[src/rtl/tz80_core2_if.sv]
`default_nettype none
// =============================================================================
// tz80_core2_if : single 8-bit memory port of the tz80_core2 core
// Revision      : 1.0
// =============================================================================
interface tz80_core2_if;
  logic [15:0] address;
  logic [7:0]  i_data;
  logic [7:0]  o_data;
  logic        we;
  logic        m1;
  logic        halted;

  modport master (
    output address, o_data, we, m1, halted,
    input  i_data
  );

  modport slave (
    input  address, o_data, we, m1, halted,
    output i_data
  );
endinterface
`default_nettype wire

[src/rtl/tz80_core2.sv]
`default_nettype none
// =============================================================================
// tz80_core2 : multi-cycle reduced-ISA Z80 subset core on one 8-bit memory port
// Revision   : 1.0
// =============================================================================
module tz80_core2 #(
  parameter logic [15:0] RESET_PC = 16'h0000,
  parameter logic [15:0] RESET_SP = 16'hFFFF,
  parameter bit          HALT_EN  = 1'b1
) (
  input wire           clock,
  input wire           reset,
  input wire           locked,
  tz80_core2_if.master bus
);
  typedef enum logic [1:0] {
    PH_T1 = 2'd0,
    PH_T2 = 2'd1,
    PH_T3 = 2'd2,
    PH_T4 = 2'd3
  } phase_t;

  phase_t      phase, phase_n;
  logic [15:0] pc, pc_n, sp, sp_n;
  logic [15:0] af, af_n, bc, bc_n, de, de_n, hl, hl_n;
  logic [15:0] af_p, af_p_n, bc_p, bc_p_n, de_p, de_p_n, hl_p, hl_p_n;
  logic [15:0] cursor, cursor_n;
  logic [7:0]  ir, ir_n, lo, lo_n, wdata, wdata_n;
  logic        select, select_n, we_q, we_n, halt, halt_n;

  logic [7:0]  op;
  logic [15:0] rr_cur, rr_new;
  logic        rr_wr, r8_wr;

  // Opcode comes straight off the bus in T1, from ir afterwards
  assign op = (phase == PH_T1) ? bus.i_data : ir;

  always_comb begin
    rr_cur = bc;
    case (op[5:4])
      2'b00:   rr_cur = bc;
      2'b01:   rr_cur = de;
      2'b10:   rr_cur = hl;
      default: rr_cur = sp;
    endcase
  end

  always_ff @(posedge clock) begin
    if (reset) begin
      phase  <= PH_T1;
      pc     <= RESET_PC;
      sp     <= RESET_SP;
      af     <= '0;
      bc     <= '0;
      de     <= '0;
      hl     <= '0;
      af_p   <= '0;
      bc_p   <= '0;
      de_p   <= '0;
      hl_p   <= '0;
      cursor <= '0;
      ir     <= '0;
      lo     <= '0;
      wdata  <= '0;
      select <= 1'b0;
      we_q   <= 1'b0;
      halt   <= 1'b0;
    end else if (locked) begin
      phase  <= phase_n;
      pc     <= pc_n;
      sp     <= sp_n;
      af     <= af_n;
      bc     <= bc_n;
      de     <= de_n;
      hl     <= hl_n;
      af_p   <= af_p_n;
      bc_p   <= bc_p_n;
      de_p   <= de_p_n;
      hl_p   <= hl_p_n;
      cursor <= cursor_n;
      ir     <= ir_n;
      lo     <= lo_n;
      wdata  <= wdata_n;
      select <= select_n;
      we_q   <= we_n;
      halt   <= halt_n;
    end
  end

  always_comb begin
    phase_n  = phase;
    pc_n     = pc;
    sp_n     = sp;
    af_n     = af;
    bc_n     = bc;
    de_n     = de;
    hl_n     = hl;
    af_p_n   = af_p;
    bc_p_n   = bc_p;
    de_p_n   = de_p;
    hl_p_n   = hl_p;
    cursor_n = cursor;
    ir_n     = ir;
    lo_n     = lo;
    wdata_n  = wdata;
    select_n = select;
    we_n     = we_q;
    halt_n   = halt;
    rr_wr    = 1'b0;
    rr_new   = rr_cur;
    r8_wr    = 1'b0;

    if (!halt) begin
      case (phase)
        PH_T1: begin
          ir_n = op;
          pc_n = pc + 16'd1;
          casez (op)
            8'h08: begin
              af_n   = af_p;
              af_p_n = af;
            end
            8'hD9: begin
              bc_n   = bc_p;
              bc_p_n = bc;
              de_n   = de_p;
              de_p_n = de;
              hl_n   = hl_p;
              hl_p_n = hl;
            end
            8'h76: halt_n = HALT_EN;
            8'b00??0011: begin
              rr_wr  = 1'b1;
              rr_new = rr_cur + 16'd1;
            end
            8'b00??1011: begin
              rr_wr  = 1'b1;
              rr_new = rr_cur - 16'd1;
            end
            8'b00??0001, 8'b00???110, 8'hC3, 8'h18, 8'h32, 8'h3A:
              phase_n = PH_T2;
            default: ;
          endcase
        end

        PH_T2: begin
          pc_n    = pc + 16'd1;
          phase_n = PH_T1;
          casez (op)
            8'h36: begin
              cursor_n = hl;
              select_n = 1'b1;
              wdata_n  = bus.i_data;
              we_n     = 1'b1;
              phase_n  = PH_T3;
            end
            // pc already addresses e here, so +1 lands on the byte after it
            8'h18: pc_n = pc + 16'd1 + {{8{bus.i_data[7]}}, bus.i_data};
            8'b00??0001: begin
              rr_wr   = 1'b1;
              rr_new  = {rr_cur[15:8], bus.i_data};
              phase_n = PH_T3;
            end
            8'b00???110: r8_wr = 1'b1;
            8'hC3, 8'h32, 8'h3A: begin
              lo_n    = bus.i_data;
              phase_n = PH_T3;
            end
            default: ;
          endcase
        end

        PH_T3: begin
          phase_n = PH_T1;
          casez (op)
            8'h36: begin
              select_n = 1'b0;
              we_n     = 1'b0;
            end
            8'hC3: pc_n = {bus.i_data, lo};
            8'h32: begin
              cursor_n = {bus.i_data, lo};
              select_n = 1'b1;
              wdata_n  = af[15:8];
              we_n     = 1'b1;
              pc_n     = pc + 16'd1;
              phase_n  = PH_T4;
            end
            8'h3A: begin
              cursor_n = {bus.i_data, lo};
              select_n = 1'b1;
              pc_n     = pc + 16'd1;
              phase_n  = PH_T4;
            end
            8'b00??0001: begin
              rr_wr  = 1'b1;
              rr_new = {bus.i_data, rr_cur[7:0]};
              pc_n   = pc + 16'd1;
            end
            default: ;
          endcase
        end

        PH_T4: begin
          phase_n  = PH_T1;
          select_n = 1'b0;
          we_n     = 1'b0;
          if (op == 8'h3A) af_n[15:8] = bus.i_data;
        end
      endcase
    end

    if (rr_wr) begin
      case (op[5:4])
        2'b00:   bc_n = rr_new;
        2'b01:   de_n = rr_new;
        2'b10:   hl_n = rr_new;
        default: sp_n = rr_new;
      endcase
    end

    if (r8_wr) begin
      case (op[5:3])
        3'b000:  bc_n[15:8] = bus.i_data;
        3'b001:  bc_n[7:0]  = bus.i_data;
        3'b010:  de_n[15:8] = bus.i_data;
        3'b011:  de_n[7:0]  = bus.i_data;
        3'b100:  hl_n[15:8] = bus.i_data;
        3'b101:  hl_n[7:0]  = bus.i_data;
        3'b111:  af_n[15:8] = bus.i_data;
        default: ;
      endcase
    end
  end

  assign bus.address = select ? cursor : pc;
  assign bus.o_data  = wdata;
  // A stalled store keeps we_q set, so the strobe simply reappears on resume
  assign bus.we      = we_q & locked;
  assign bus.m1      = (phase == PH_T1);
  assign bus.halted  = halt;

endmodule
`default_nettype wire

[src/flat_wrapper.sv]
// flat-port wrapper written by rule: the top's interface ports become plain ports
module tz80_core2_flat 
#(
  parameter logic [15:0] RESET_PC = 16'h0000,
  parameter logic [15:0] RESET_SP = 16'hFFFF,
  parameter bit          HALT_EN  = 1'b1
)
  (clock, reset, locked, bus_address, bus_o_data, bus_we, bus_m1, bus_halted, bus_i_data);
  tz80_core2_if bus_i ();
  input wire clock;
  input wire reset;
  input wire locked;
  output wire logic [$bits(bus_i.address)-1:0] bus_address;
  output wire logic [$bits(bus_i.o_data)-1:0] bus_o_data;
  output wire logic [$bits(bus_i.we)-1:0] bus_we;
  output wire logic [$bits(bus_i.m1)-1:0] bus_m1;
  output wire logic [$bits(bus_i.halted)-1:0] bus_halted;
  input wire logic [$bits(bus_i.i_data)-1:0] bus_i_data;
  assign bus_address = bus_i.address;
  assign bus_o_data = bus_i.o_data;
  assign bus_we = bus_i.we;
  assign bus_m1 = bus_i.m1;
  assign bus_halted = bus_i.halted;
  assign bus_i.i_data = bus_i_data;
  tz80_core2 #(.RESET_PC(RESET_PC), .RESET_SP(RESET_SP), .HALT_EN(HALT_EN)) u_core (.clock(clock), .reset(reset), .locked(locked), .bus(bus_i));
endmodule
[config.mk]
export PLATFORM = sky130hd
export DESIGN_NAME = tz80_core2_flat
export DESIGN_NICKNAME = d
export VERILOG_FILES = /design/src/rtl/tz80_core2_if.sv /design/src/rtl/tz80_core2.sv /design/src/flat_wrapper.sv
export SDC_FILE = /design/constraint.sdc
export NUM_CORES = 1
export LEC_CHECK = 0
export ABC_AREA = 1
export ABC_CLOCK_PERIOD_IN_PS = 3760
export CAP_MARGIN = 20
export CORE_MARGIN = 5
export CORE_UTILIZATION = 55
export CTS_BUF_LIST = sky130_fd_sc_hd__clkbuf_8
export CTS_CLUSTER_DIAMETER = 200
export CTS_CLUSTER_SIZE = 8
export DETAILED_ROUTE_END_ITERATION = 7
export HOLD_SLACK_MARGIN = 0.05
export PLACE_DENSITY = 0.75
export SLEW_MARGIN = 0
export SYNTH_ARGS = -nofsm -noshare
export SYNTH_HDL_FRONTEND = slang
export SYNTH_SLANG_ARGS = --single-unit
[constraint.sdc]
create_clock -name clock -period 3.76 [get_ports clock]
set_input_delay 0.752 -clock clock [delete_from_list [all_inputs] [get_ports clock]]
set_output_delay 0.752 -clock clock [all_outputs]
set_load 0.01 [all_outputs]
==> results.yml <==
outcome:
  status: "finished clean"
power:
  leakagePower_nw: 6.35
  cellPowerDensity_nw_per_um2: 322
  ir_worst_vdd_uv: 234
synthesis:
  yosys_warnings: 0
  synth_ff_type: "dfxtp_1"
  synth_top_area_cell: "dfxtp_1"
  synth_top_area_share_pct: 29.7
  async_flop_share_pct: 0
  synth-edff-count: 0
  syn_inst: 1960
  syn-num-nets: 2007
  syn_area_per_cell_um2: 6.50
  syn_area_um2: 12700
  yosysSeqAreaShare_pct: 29.7
  synthTopCellsByArea: "dfxtp_1 (30%), nand2_1 (11%), o21ai_0 (11%)"
  synthDistinctLibCells: 58
  ys_ff_latch: 189
final_layout:
  synthToLayoutAreaGrowth_pct: 17.9
  drive_above_1_share_pct: 15.9
  fin_cells: 2381
  fin_nets: 2132
  diodes: 0
  final_common_cell: "nand2_1"
  final_cell_mix: "nand2_1 (372), o21ai_0 (268), inv_1 (226)"
  stdcell_area_um2: 15000
  fin_util_pct: 66.1
critical_path:
  crit_buf_inv: 7
  slowest_delay_ns: 0.41
  end_kind: "flip-flop"
  cp_slowest_cell: "fa_2"
  critPathRequiredTime_ns: 4.14
  cp_data_arrival_time_ns: 4.00
  crit_fanout: 12
  worstSetupStartpointType: "flip-flop"
  critPathKind: "reg -> reg"
  critPathTopFamily: "simple AND/OR/NAND/NOR gates"
floorplan:
  die_area_um2: 26300
  start_util_pct: 56.1
  die_h_um: 162
  row_count: 55
  die_x_um: 162
  core_area_um2: 22700
  pin_count: 38
timing:
  timing.final.crit_share_pct: 96.3
  clock_skew_ns: 0.0226
  setup_violations: 0
  slew_headroom_pct: 28.0
  drv_slew: 0
  post-route-min-period_ns: 3.62
  tightest_slew_ns: 1.08
  fmax_mhz: 276
  hold_viol: 0
run:
  maxCapViolations: 0
clock_tree:
  h-tree-depth: 4
  cts_sinks: 189
  cts_tree: "built"
  clk_latency_ns: 0.49
  clockBufferDepth: 2
  root_buffer: "clkbuf_8"
  clk_pin_slew_ns: 0.12
  postCtsHoldBufs: 0
  cts_made_buffers: 17
route:
  drt_iter0_markers: 1418
  via_count: 14300
  drc: 0
  wl_mm: 47.4
  detail-route-antenna-nets: 0
  routedWlPerCell_um: 19.9
  first_pass_iters: 6
  viasPerCell: 6.02
worst_hold_path:
  hp-class: "reg -> reg"
global_routing:
  grt_pass1_vias: 13100
  antenna_found_initial: 0
  grt_usage_pct: 35.5
  grt_overflow: 0
  grt_max_degree: 88
  grt_pass1_wl_mm: 73.4
placed_design:
  port_buffers: 37
  place_hpwl_mm: 34.4
  post_dp_cell_area_um2: 14300
  gp_congestion: 1.03
  placed_cells: 2346
[state kept, by name, summed over array words and instances, names as in the netlist]
name               count
u_core.cursor         16
u_core.de             16
u_core.bc             16
u_core.select          1
u_core.hl_p           16
u_core.sp             16
u_core.pc             16
u_core.af              8
u_core.we_q            1
u_core.bc_p           16
u_core.de_p           16
u_core.bus.o_data      8
u_core.hl             16
u_core.lo              8
u_core.af_p            8
u_core.phase           2
u_core.bus.halted      1
u_core.ir              8
[worst paths after layout]
check	start	endpoint	slack, ns	cells past startpoint
worst min register to register	u_core.af_p[11]$_SDFFE_PP0P_	u_core.af_p[11]$_SDFFE_PP0P_	0.46	2
worst max register to register	u_core.phase[1]$_SDFFE_PP0P_	u_core.bc[10]$_SDFFE_PP0P_	0.14	25
worst max-delay path	u_core.phase[1]$_SDFFE_PP0P_	u_core.bc[10]$_SDFFE_PP0P_	0.14	25
worst min-delay path	u_core.af_p[11]$_SDFFE_PP0P_	u_core.af_p[11]$_SDFFE_PP0P_	0.46	2
[power breakdown]
group	total (mW)	internal [mW]	leakage (nW)	switching (mW)
sequential	2.15	2.07	1.54	0.0761
clock	1.34	0.481	0.173	0.855
combinational	1.36	0.533	4.64	0.826
total	4.84	3.08	6.35	1.76
[routing by layer]
| layer | track usage, % | wire, µm |
|---|---|---|
| met1 | 48.3 | 20000 |
| met2 | 56.7 | 21300 |
| met3 | 6.70 | 4550 |
| met4 | 12.1 | 1560 |
| met5 | 0 | 0 |
[timing repair]
item,in CTS,in global routing
pin swaps,0,12
setup buffers,0,5
endpoints found under the setup margin,42,48
resized for setup,17,74
[logic make-up (layout without fill, tap and decap cells)]
family | Yosys count | after routing | share of synthesized area (%)
adders and majority gates | 36 | 36 | 3.65
AOI/OAI and AO/OA | 692 | 692 | 31.0
and+or+nand+nor | 669 | 669 | 23.1
xor gates and xnor gates | 14 | 14 | 0.962
muxes | 3 | 3 | 0.265
DFF | 189 | 189 | 29.7
buffers and inverters | 357 | 493 | 11.3
[final cells by class]
class	instances	area [µm²]
Sequential cell	189	3790
Clock buffer	17	234
Inverter	249	942
Tap cell	285	357
Timing Repair Buffer	214	1790
Clock inverter	13	129
Fill cell	2114	7690
Multi-Input combinational cell	1414	7780
[through the flow]
| stage | power (mW) | setup slack (ns) | setup TNS (ns) | hold WS (ns) |
|---|---|---|---|---|
| after floorplan | 2.86 | 0.0517 | 0 | 0.420 |
| after global placement | 3.42 | -0.790 | -29.93 | 0.429 |
| after detailed placement | 3.43 | -0.801 | -32.01 | 0.441 |
| after CTS | 4.75 | 0.000414 | 0 | 0.457 |
| after global routing | 5.05 | -0.0734 | -0.400 | 0.481 |
| final | 4.84 | 0.140 | 0 | 0.457 |
[tightest hold or removal path: cells and delay by family, from the launching register on]
kind                   cells  cell delay (ns)
flip-flops                 1             0.33
buffers and inverters      1             0.05
AO/OA/AOI/OAI              1             0.05
[Yosys cell counts (all sizes together) (2+ instances only)]
cell     instances
nand4           15
a311oi           2
o21ai          316
o22ai           10
nor3            17
fa               2
a22oi            4
inv            245
a22o             2
o211ai          32
xor2            13
nand2          404
nand3           87
a31oi           33
buf             35
o32ai            2
mux2             3
o21bai           9
a221oi           5
o2111ai          6
clkinv           4
a32oi            2
a21o             3
o21a             2
dfxtp          189
a211oi          57
nor2           138
ha              34
a21oi          195
or2              6
o221ai          10
clkbuf          73
No activity file was read; power rests on OpenSTA's default activity.
